File: src/rtl/anpc3l_leg_sequencer.sv
// -----------------------------------------------------------------------------
// anpc3l_leg_sequencer
// Single-leg 3-level ANPC commutation sequencer. Walks the six leg switches
// along a fixed 7-state chain, one switch toggle per step. A dwell counter
// holds each state for at least (delay + 1) cycles before the next step.
// Fault or disable drops the leg to OFF at once. Leaving OFF always goes
// through the inner zero state Z0.
//
// Ports
//   clk       system clock
//   rst       asynchronous reset, active-high
//   en        leg enable; 0 forces OFF
//   fault     external fault level; sets the fault latch
//   flt_clr   clears the fault latch when fault is low
//   cmd       00 zero, 01 P, 10 N, 11 zero
//   zsel      zero path: 0 upper (Z_U2), 1 lower (Z_L2)
//   td_outer  delay for P<->Z_U1 and Z_L1<->N
//   td_clamp  delay for Z_U1<->Z_U2 and Z_L2<->Z_L1
//   td_inner  delay for Z_U2<->Z0, Z0<->Z_L2 and OFF->Z0
//   gates_o   {S6..S1}, registered, polarity set by GATE_ACTIVE_LOW
//   state_o   current state code
//   busy_o    high while the leg is moving or dwelling
//   flt_o     fault latch
//
// state | meaning
// ------+---------------------------------------------
// P     | positive output, S1 S2 S6 on
// Z_U1  | upper zero, first step (S1 released)
// Z_U2  | upper zero path, clamp S5 on
// Z0    | inner zero state, S5 S6 on
// Z_L2  | lower zero path, clamp S3 on
// Z_L1  | lower zero, S6 released
// N     | negative output, S3 S4 S5 on
// OFF   | all switches off, counter cleared
// -----------------------------------------------------------------------------
module anpc3l_leg_sequencer #(
   parameter int TDELAY_WIDTH    = 8,
   parameter int TD_MIN          = 2,
   parameter bit GATE_ACTIVE_LOW = 1'b0
) (
   input  logic                    clk,
   input  logic                    rst,
   input  logic                    en,
   input  logic                    fault,
   input  logic                    flt_clr,
   input  logic [1:0]              cmd,
   input  logic                    zsel,
   input  logic [TDELAY_WIDTH-1:0] td_outer,
   input  logic [TDELAY_WIDTH-1:0] td_clamp,
   input  logic [TDELAY_WIDTH-1:0] td_inner,
   output logic [5:0]              gates_o,
   output logic [2:0]              state_o,
   output logic                    busy_o,
   output logic                    flt_o
);

   typedef enum logic [2:0] {
      P    = 3'd0,
      Z_U1 = 3'd1,
      Z_U2 = 3'd2,
      Z0   = 3'd3,
      Z_L2 = 3'd4,
      Z_L1 = 3'd5,
      N    = 3'd6,
      OFF  = 3'd7
   } state_t;

   localparam logic [TDELAY_WIDTH-1:0] TD_MIN_V = TDELAY_WIDTH'(TD_MIN);

   state_t                  state_q;
   logic [TDELAY_WIDTH-1:0] cnt_q;
   logic                    flt_q;
   logic [5:0]              gates_q;

   state_t                  target;
   state_t                  step_to;
   state_t                  pair_lo;
   logic                    step_up;
   logic [TDELAY_WIDTH-1:0] step_raw;

   function automatic logic [TDELAY_WIDTH-1:0] eff_delay(input logic [TDELAY_WIDTH-1:0] td);
      return (td < TD_MIN_V) ? TD_MIN_V : td;
   endfunction

   function automatic logic [5:0] gate_pattern(input state_t s);
      logic [5:0] g;
      case (s)
         P:       g = 6'b100011;
         Z_U1:    g = 6'b100010;
         Z_U2:    g = 6'b110010;
         Z0:      g = 6'b110000;
         Z_L2:    g = 6'b110100;
         Z_L1:    g = 6'b010100;
         N:       g = 6'b011100;
         default: g = 6'b000000;
      endcase
      return GATE_ACTIVE_LOW ? ~g : g;
   endfunction

   always_comb begin
      case (cmd)
         2'b01:   target = P;
         2'b10:   target = N;
         default: target = zsel ? Z_L2 : Z_U2;
      endcase

      step_up = (target > state_q);
      step_to = step_up ? state_t'(state_q + 3'd1) : state_t'(state_q - 3'd1);
      // The delay of a step belongs to the switch pair it crosses, named by
      // the lower index of the two states.
      pair_lo = step_up ? state_q : step_to;

      case (pair_lo)
         P, Z_L1:    step_raw = td_outer;
         Z_U1, Z_L2: step_raw = td_clamp;
         default:    step_raw = td_inner;
      endcase
   end

   always_ff @(posedge clk or posedge rst) begin
      if (rst) begin
         state_q <= OFF;
         cnt_q   <= '0;
         flt_q   <= 1'b0;
         gates_q <= gate_pattern(OFF);
      end else begin
         flt_q <= fault | (flt_q & ~flt_clr);

         if (fault || !en || flt_q) begin
            state_q <= OFF;
            cnt_q   <= '0;
            gates_q <= gate_pattern(OFF);
         end else if (state_q == OFF) begin
            state_q <= Z0;
            cnt_q   <= eff_delay(td_inner);
            gates_q <= gate_pattern(Z0);
         end else if (cnt_q != '0) begin
            cnt_q <= cnt_q - 1'b1;
         end else if (state_q != target) begin
            state_q <= step_to;
            cnt_q   <= eff_delay(step_raw);
            gates_q <= gate_pattern(step_to);
         end
      end
   end

   assign gates_o = gates_q;
   assign state_o = state_q;
   assign flt_o   = flt_q;
   assign busy_o  = (state_q != OFF) && ((state_q != target) || (cnt_q != '0));

endmodule
File: config.mk
export PLATFORM = sky130hd
export DESIGN_NAME = anpc3l_leg_sequencer
export DESIGN_NICKNAME = d
export VERILOG_FILES = /design/src/rtl/anpc3l_leg_sequencer.sv
export SDC_FILE = /design/constraint.sdc
export NUM_CORES = 1
export LEC_CHECK = 0
export BUFFER_PORTS_ARGS = -buffer_cell sky130_fd_sc_hd__buf_2
export CORE_UTILIZATION = 50
export CTS_BUF_LIST = sky130_fd_sc_hd__clkbuf_16
export DETAILED_ROUTE_END_ITERATION = 12
export MAX_ROUTING_LAYER = met4
export PLACE_DENSITY = 0.76
export SYNTH_ARGS = -nofsm -noshare
export SYNTH_HDL_FRONTEND = slang
export SYNTH_SLANG_ARGS = --single-unit
File: constraint.sdc
create_clock -name clk -period 4.95 [get_ports clk]
set_input_delay 0.7425 -clock clk [delete_from_list [all_inputs] [get_ports clk]]
set_output_delay 0.7425 -clock clk [all_outputs]
set_load 0.01 [all_outputs]
After elaboration in Yosys (flattened, before gate mapping) --
Cells that the tools add are included. W data, S select, Z words.
Word-level totals: register bits 18, bits of input ports 32, output and inout port bits 11, word-level logic and storage cells 61
Cells by class: $add $sub $neg 3, $lt $le $gt $ge 3, equality and inequality tests 15, mux-type cells 20, bitwise operators 3, reductions and logical operators 13
Operators with widths (count):
- $mux W8 | 6
- $pmux W6 S7 | 1
- $mux W6 | 4
- $mux W3 | 7
- $eq A3 B3 Y1 const B | 6
- $lt A8 B2 Y1 const B | 2
- $pmux W8 S2 | 1
- $reduce_bool A8 Y1 | 1
- $sub A8 B1 Y8 const B | 1
- $eq A3 B1 Y1 const B | 2
- $eq A3 B2 Y1 const B | 2
- $logic_not A3 Y1 | 2
- $ne A3 B3 Y1 const B | 2
- $pmux W3 S2 | 1
- $reduce_bool A4 Y1 | 1
- $reduce_or A2 Y1 | 2
- $add A3 B1 Y3 const B | 1
- $gt A3 B3 Y1 | 1
- $logic_or A1 B1 Y1 | 3
- $ne A3 B3 Y1 | 1
- $reduce_bool A3 Y1 | 1
- $sub A3 B1 Y3 const B | 1
- $eq A2 B1 Y1 const B | 1
- $eq A2 B2 Y1 const B | 1
- other kinds (6) | 6

Logic depth before layout (Yosys ltp) --
Gate-level depths: netlist (run 1).
word-level depth 14, gate-level depth with buffers 15, depth with buffers taken out 15

Worst setup path before layout (run 1) --
No wires, ideal clock.
path type input to register, from input port cmd[0], to register cnt_q[0], library setup time 0.126 ns, data arrival time 4.511 ns, path slack 0.313 ns, stages 13, path buffers 1, cell sequence inv_1 -> ha_1 -> mux2_2 -> ha_1 -> a21o_2 -> nand2_1 -> fa_1 -> clkbuf_1 -> a2111oi_0 -> or2_2 -> a221o_1 -> or4_1 -> o32a_1
Between the ends: word-level cells in the longest chain between the ends 14, elaborated cells on any way between the ends 21
Ends and longest elaborated chain:
- start: declaration | RTL line 46 | input logic [1:0] cmd,
- $eq A2 B2 Y1 / $eq A2 B1 Y1 (equally long branches) | RTL line 101 | case (cmd)
- $pmux W3 S2 * | RTL line 101
- $gt A3 B3 Y1 | RTL line 107 | step_up = (target > state_q);
- $mux W3 | RTL line 108 | step_to = step_up ? state_t'(state_q + 3'd1) : state_t'(state_q - 3'd1);
- $mux W3 | RTL line 111 | pair_lo = step_up ? state_q : step_to;
- $eq A3 B1 Y1 (tied with other cells) | RTL line 113 | case (pair_lo)
- $reduce_or A2 Y1 | RTL line 113
- $pmux W8 S2 | RTL line 113
- $lt A8 B2 Y1 | RTL line 82 | return (td < TD_MIN_V) ? TD_MIN_V : td;
- $mux W8 | RTL line 82
- $mux W8 | RTL line 139 | end else if (state_q != target) begin
- $mux W8 | RTL line 137 | end else if (cnt_q != '0) begin
- $mux W8 | RTL line 133 | end else if (state_q == OFF) begin
- $mux W8 | RTL line 129 | if (fault || !en || flt_q) begin
- end signal: assignment | RTL line 135 | cnt_q <= eff_delay(td_inner);
- end signal: assignment | RTL line 138 | cnt_q <= cnt_q - 1'b1;
- end signal: assignment | RTL line 141 | cnt_q <= eff_delay(step_raw);
- end: declaration | RTL line 71 | logic [TDELAY_WIDTH-1:0] cnt_q;
Mark *: on every way between the ends. The rest lies on a longest branch, timed or not. The select of a mux whose other input is x is not followed. A chain may end at the register's enable or synchronous reset.

Worst setup path in the final report (run 1) --
Ends and elaborated chain as after synthesis.

==> flow_summary.toml, run 1 <==
[timing]
max_freq_ghz = 0.221
final-max-slew-violation-count = 0
timing_worst_slew_pin_value_ps = 752
setup_viol = 0
grt_setup_unrepaired = "false"
fin_setup_tns_ps = 0
timing.clock.skew_ps = 1.52
post-route-period-util = 0.915
minimum_clock_period_ps = 4530
number_of_hold_slack_violations_in_the_final_timing_report = 0
relSlewSlack = 0.496

[worst_setup_path]
reg2reg_depth = 11
setup.worst_path.class = "in -> reg"
worstPathMaxFanout = 8
startpoint_type = "input pin"
r2r_start = "state_o[2]"
regToRegSetupSlack_ps = 920
worst_ep_required_time_ps = 5080
worst_r2r_endpoint = "cnt_q[0]"
crit_path_end_kind = "flop"
worst_ep_arrival_time_ps = 4660

[clock_network]
clk_pin_slew_ps = 50
post_cts_buffers = 0
cts_resized = 0
h-tree-depth = 1
cts-buffers-inserted = 3
latest_clock_arrival_within_the_worst_skew_pair_ps = 250
ctsRootBufferMaster = "clkbuf_16"
cts_buffer_depth = 2
ctsHoldBuffers = 0
clock-sinks = 18
cts_tree = "done"

[logic_synthesis]
netlist.top_cell.by_area = "dfrtp_1"
post_synth_num_cell_types = 53
synth.net_count = 251
yosys-top-cells-area = "dfrtp_1, ha_1, nand2_1"
post_synth_most_frequent_cells = "nand2_1, nor2_1, dfrtp_1, a21oi_1, inv_1"
total_of_flip_flops_plus_latches_after_synthesis = 18
syn-cell-area_um2 = 1680
synth_edf_count = 0
syn_area_per_cell_um2 = 8.06
ys_async_sr_fraction = 1.00
yosys_warnings = 0
post-synth-top-count-cell = "nand2_1"
synth.yosys.seq_area_share = 0.271
syn-instance-count = 208
ys_dominant_reg_cell = "dfrtp_1"
synth_top_cell_area_share = 0.224

[final_layout]
areaGrowthSynthToFinish_pct = 19.0
final_area_um2 = 1990
fin_util = 0.638
nNetsFinal = 292
layoutNonFillerInstCount = 292
final_layout_size_suffix_gt1_frac = 0.242
antenna_fix_cells = 0

[route]
ant_nets = 0
routed-via-count = 1760
route.final.wire_length_um = 4510
route.detailed.drc = 0
routed_via_density = 6.03
drt_iter0_drc = 248
average_detailed_routed_wire_length_per_instance_um = 15.4
drtPass1Iterations = 5

[global_routing]
largest_net_degree_at_the_start_of_global_routing = 19
grt_pass1_vias = 1605
initial_antenna_violation_count = 0
grt_usage = 0.275
globalRouteOverflowTotal = 0
global_route_wire_length_before_repair_um = 7150

[power]
peakVddDrop_v = 0.000235
cellPowerDensity_nw_per_um2 = 214
total_power_mw = 0.427
p_leak_nw = 0.978

[floorplan]
die_area_um2 = 3590
site_rows = 20
dieHeight_um = 59.9
i_o_pin_total = 43
initial_utilization = 0.536
core_um2 = 3130
horizontal_die_dimension_um = 59.9

[hold_path]
min_path_cells = 1
timing.hold.worst.start = "flt_o"
whs_endpoint = "flt_o"
hold_removal_path_class = "reg -> reg"

[run_status]
status = "finished, final reports clean"

[placement]
cell_count_post_placement = 288
detailed_place.area_um2 = 1920
buffer_ports.inserted = 42
detailed_place_hpwl_um = 3470
gpl_congestion = 0.977

[job]
maxCapViolCount = 0
[critical path, cell delays in order]
cell and delay [ps]:
buf_2 70, inv_1 30, ha_1 310, mux2_2 340, ha_1 390, a21o_2 210, nand2_1 90, fa_1 420
xnor2_1 310, a2111oi_1 140, a211o_4 370, a221o_1 330, or4_1 540, o32a_1 360
[logic make-up after synthesis]
kind of cell | share of synthesized area
buffers and inverters | 0.0582
XOR/XNOR | 0.0418
adder cells (fa/ha/maj) | 0.0866
AND/OR/NAND/NOR | 0.232
flip-flops | 0.271
AO/OA/AOI/OAI | 0.289
multiplexers | 0.0216
[cell type report]
cell class,count,area (um2)
fillers,296,1130
multi-input cells,168,1120
flip-flops and latches,18,454
repair buffers,45,233
clock buffers,3,75.1
well taps,44,55.1
inverters,13,48.8
clock inverters,1,3.75
[worst max path at each step]
stage	cells past startpoint	to	slack, ps	from
floorplan	13	cnt_q[0]	310	cmd[0]
finish	14	cnt_q[0]	420	cmd[0]
CTS	14	cnt_q[0]	410	cmd[0]
detailed placement	14	cnt_q[0]	160	cmd[0]
global placement	14	cnt_q[0]	220	cmd[0]
global route	14	cnt_q[0]	160	cmd[0]
[flip-flops by register name, summed over array words and instances (netlist names)]
register	flops
flt_o	1
gates_o	6
state_o	3
cnt_q	8
[through the flow]
| stage | hold slack [ps] | setup slack [ps] |
|---|---|---|
| after floorplan | 549 | 313 |
| after global placement | 505 | 216 |
| after detailed placement | 508 | 158 |
| after CTS | 520 | 414 |
| after global routing | 546 | 157 |
| final | 518 | 421 |
[report_power, final]
part,internal [mW],switching (mW)
registers,0.151,0.00410
logic,0.0451,0.0633
clock network,0.107,0.0557
total,0.304,0.123
[per-layer routing]
layer,track usage,vias up,wire (um),part of all wire
li1,-,854,-,-
met1,0.367,804,2070,0.46
met2,0.414,98,2010,0.45
met3,0.0498,4,382,0.085
met4,0.0997,0,48,0.011
met5,-,-,0,0
[layout by cell type (no fill, tap or decap), types with 4 or more instances in the layout]
master     n
buf_2     42
nand2_1   25
nor2_1    21
dfrtp_1   15
a21oi_1   14
inv_1     12
ha_1      10
nor3_1     8
a221o_1    8
o21ai_1    7
xnor2_1    5
and2_1     5
nor4_1     4
a211oi_1   4
o21ai_0    4
a22oi_1    4
(Power assumes the default switching activity.)
==> run 2: changes to the inputs <==
--- a/config.mk
+++ b/config.mk
@@ -5,7 +5,7 @@
 export SDC_FILE = /design/constraint.sdc
 export NUM_CORES = 1
 export LEC_CHECK = 0
-export BUFFER_PORTS_ARGS = -buffer_cell sky130_fd_sc_hd__buf_2
+export BUFFER_PORTS_ARGS = -buffer_cell sky130_fd_sc_hd__buf_4
 export CORE_UTILIZATION = 50
 export CTS_BUF_LIST = sky130_fd_sc_hd__clkbuf_16
 export DETAILED_ROUTE_END_ITERATION = 12
==> flow_summary.toml, run 2 (synthesis gave the netlist of run 1 again) <==
[timing]
fin_setup_tns_ps = 0
timing.clock.skew_ps = 2.14
final-max-slew-violation-count = 0
setup_viol = 0
post-route-period-util = 0.922
fin_worst_hold_slack_ps = 527
post-route-worst-setup-slack_ps = 385
number_of_hold_slack_violations_in_the_final_timing_report = 0
relSlewSlack = 0.485
grt_setup_unrepaired = "false"
timing_worst_slew_pin_value_ps = 768
max_freq_ghz = 0.219
minimum_clock_period_ps = 4560

[clock_network]
ctsRootBufferMaster = "clkbuf_16"
ctsHoldBuffers = 0
h-tree-depth = 1
cts-buffers-inserted = 3
latest_clock_arrival_within_the_worst_skew_pair_ps = 250
post_cts_buffers = 0
cts_buffer_depth = 2
cts_tree = "done"
clock-sinks = 18
cts_resized = 0
clk_pin_slew_ps = 50

[worst_setup_path]
startpoint_type = "input pin"
timing.critical_path.mode_cell = "ha_1"
regToRegSetupSlack_ps = 900
worst_ep_arrival_time_ps = 4690
timing.critical_path.depth = 14
setup.worst_path.class = "in -> reg"
reg2reg_depth = 11
timing.critical_path.max_delay_family = "compound AO/OA/AOI/OAI gates"
worstPathMaxFanout = 8
slowest_stage = "or4_1"
worst_path_largest_cell_delay_ps = 570
crit_path_end_kind = "flop"
timing.critical_path.cells = "buf_4 > inv_1 > ha_1 > mux2_2 > ha_1 > a21o_2 > nand2_1 > fa_1 > xnor2_1 > a2111oi_1 > a211o_4 > a221o_1 > or4_1 > o32a_1"
worst_ep_required_time_ps = 5080
critical_path_buf_inv_count = 2

[final_layout]
final_layout_size_suffix_gt1_frac = 0.242
final_common_cell = "buf_4"
registers.top_by_ff_count = "cnt_q"
antenna_fix_cells = 0
layoutNonFillerInstCount = 292
fin_util = 0.671
areaGrowthSynthToFinish_pct = 25.2
nNetsFinal = 292
final_area_um2 = 2100
layout_common_cells = "buf_4, nand2_1, nor2_1, dfrtp_1, a21oi_1"
largest_register_ff_count = 8

[global_routing]
initial_antenna_violation_count = 0
grt_pass1_vias = 1600
grt_usage = 0.285
largest_net_degree_at_the_start_of_global_routing = 19
global_route_wire_length_before_repair_um = 7400
globalRouteOverflowTotal = 0

[route]
routed-via-count = 1793
drt_iter0_drc = 207
route.final.wire_length_um = 4710
drtPass1Iterations = 5
routed_via_density = 6.14
ant_nets = 0
average_detailed_routed_wire_length_per_instance_um = 16.1
route.detailed.drc = 0

[power]
p_leak_nw = 1.01
peakVddDrop_v = 0.000314
total_power_mw = 0.435
cellPowerDensity_nw_per_um2 = 207

[placement]
cell_count_post_placement = 288
pre_cts_slack_ps = 169
buffer_ports.inserted = 42
gpl_congestion = 0.932
detailed_place.area_um2 = 2020
detailed_place_hpwl_um = 3590

[hold_path]
hold_removal_path_class = "reg -> reg"
min_path_cells = 1

[floorplan]
i_o_pin_total = 43
die_area_um2 = 3590
initial_utilization = 0.536
horizontal_die_dimension_um = 59.9
dieHeight_um = 59.9
core_um2 = 3130
site_rows = 20

[run_status]
status = "finished, final reports clean"

[job]
maxCapViolCount = 0
==> run 2: changes by cell type in the layout (fill, tap and decap cells not counted) <==
cell and change:
buf_4 +42, buf_2 -42
==> run 2: final timing paths <==
check,endpoint,start
worst max register to register,cnt_q[0],state_o[2]
worst max-delay path,cnt_q[0],cmd[0]
min in group asynchronous,cnt_q[1],rst
worst min register to register,flt_o,flt_o
worst min-delay path,flt_o,flt_o
max in group asynchronous,gates_o[4],rst
==> run 2: report_power, final <==
group | total [mW] | internal (mW) | leakage [nW] | switching, mW
combinational | 0.119 | 0.0530 | 0.737 | 0.0655
sequential | 0.155 | 0.151 | 0.236 | 0.00418
clock | 0.161 | 0.107 | 0.0385 | 0.0540
total | 0.435 | 0.311 | 1.01 | 0.124
==> run 2: routing by layer <==
metal | vias to the layer above | wire length (um) | global-route usage
li1 | 854 | - | -
met1 | 801 | 2070 | 0.383
met2 | 126 | 2080 | 0.454
met3 | 12 | 475 | 0.0455
met4 | 0 | 88 | 0.0598
met5 | - | 0 | -
==> run 2: final cells by class <==
class | instances | area (um2)
multi-input cells | 168 | 1120
clock inverters | 1 | 3.75
flip-flops and latches | 18 | 454
clock buffers | 3 | 75.1
repair buffers | 45 | 338
well taps | 44 | 55.1
inverters | 13 | 48.8
fillers | 272 | 1030
==> run 2: worst reg2reg max path: cells and delay by family (launching register included) <==
| kind | cells | cell delay [ps] |
|---|---|---|
| and+or+nand+nor | 2 | 660 |
| DFF | 1 | 630 |
| xor gates and xnor gates | 1 | 300 |
| AOI/OAI and AO/OA | 5 | 1410 |
| buffers and inverters | 1 | 90 |
| adders and majority gates | 2 | 830 |
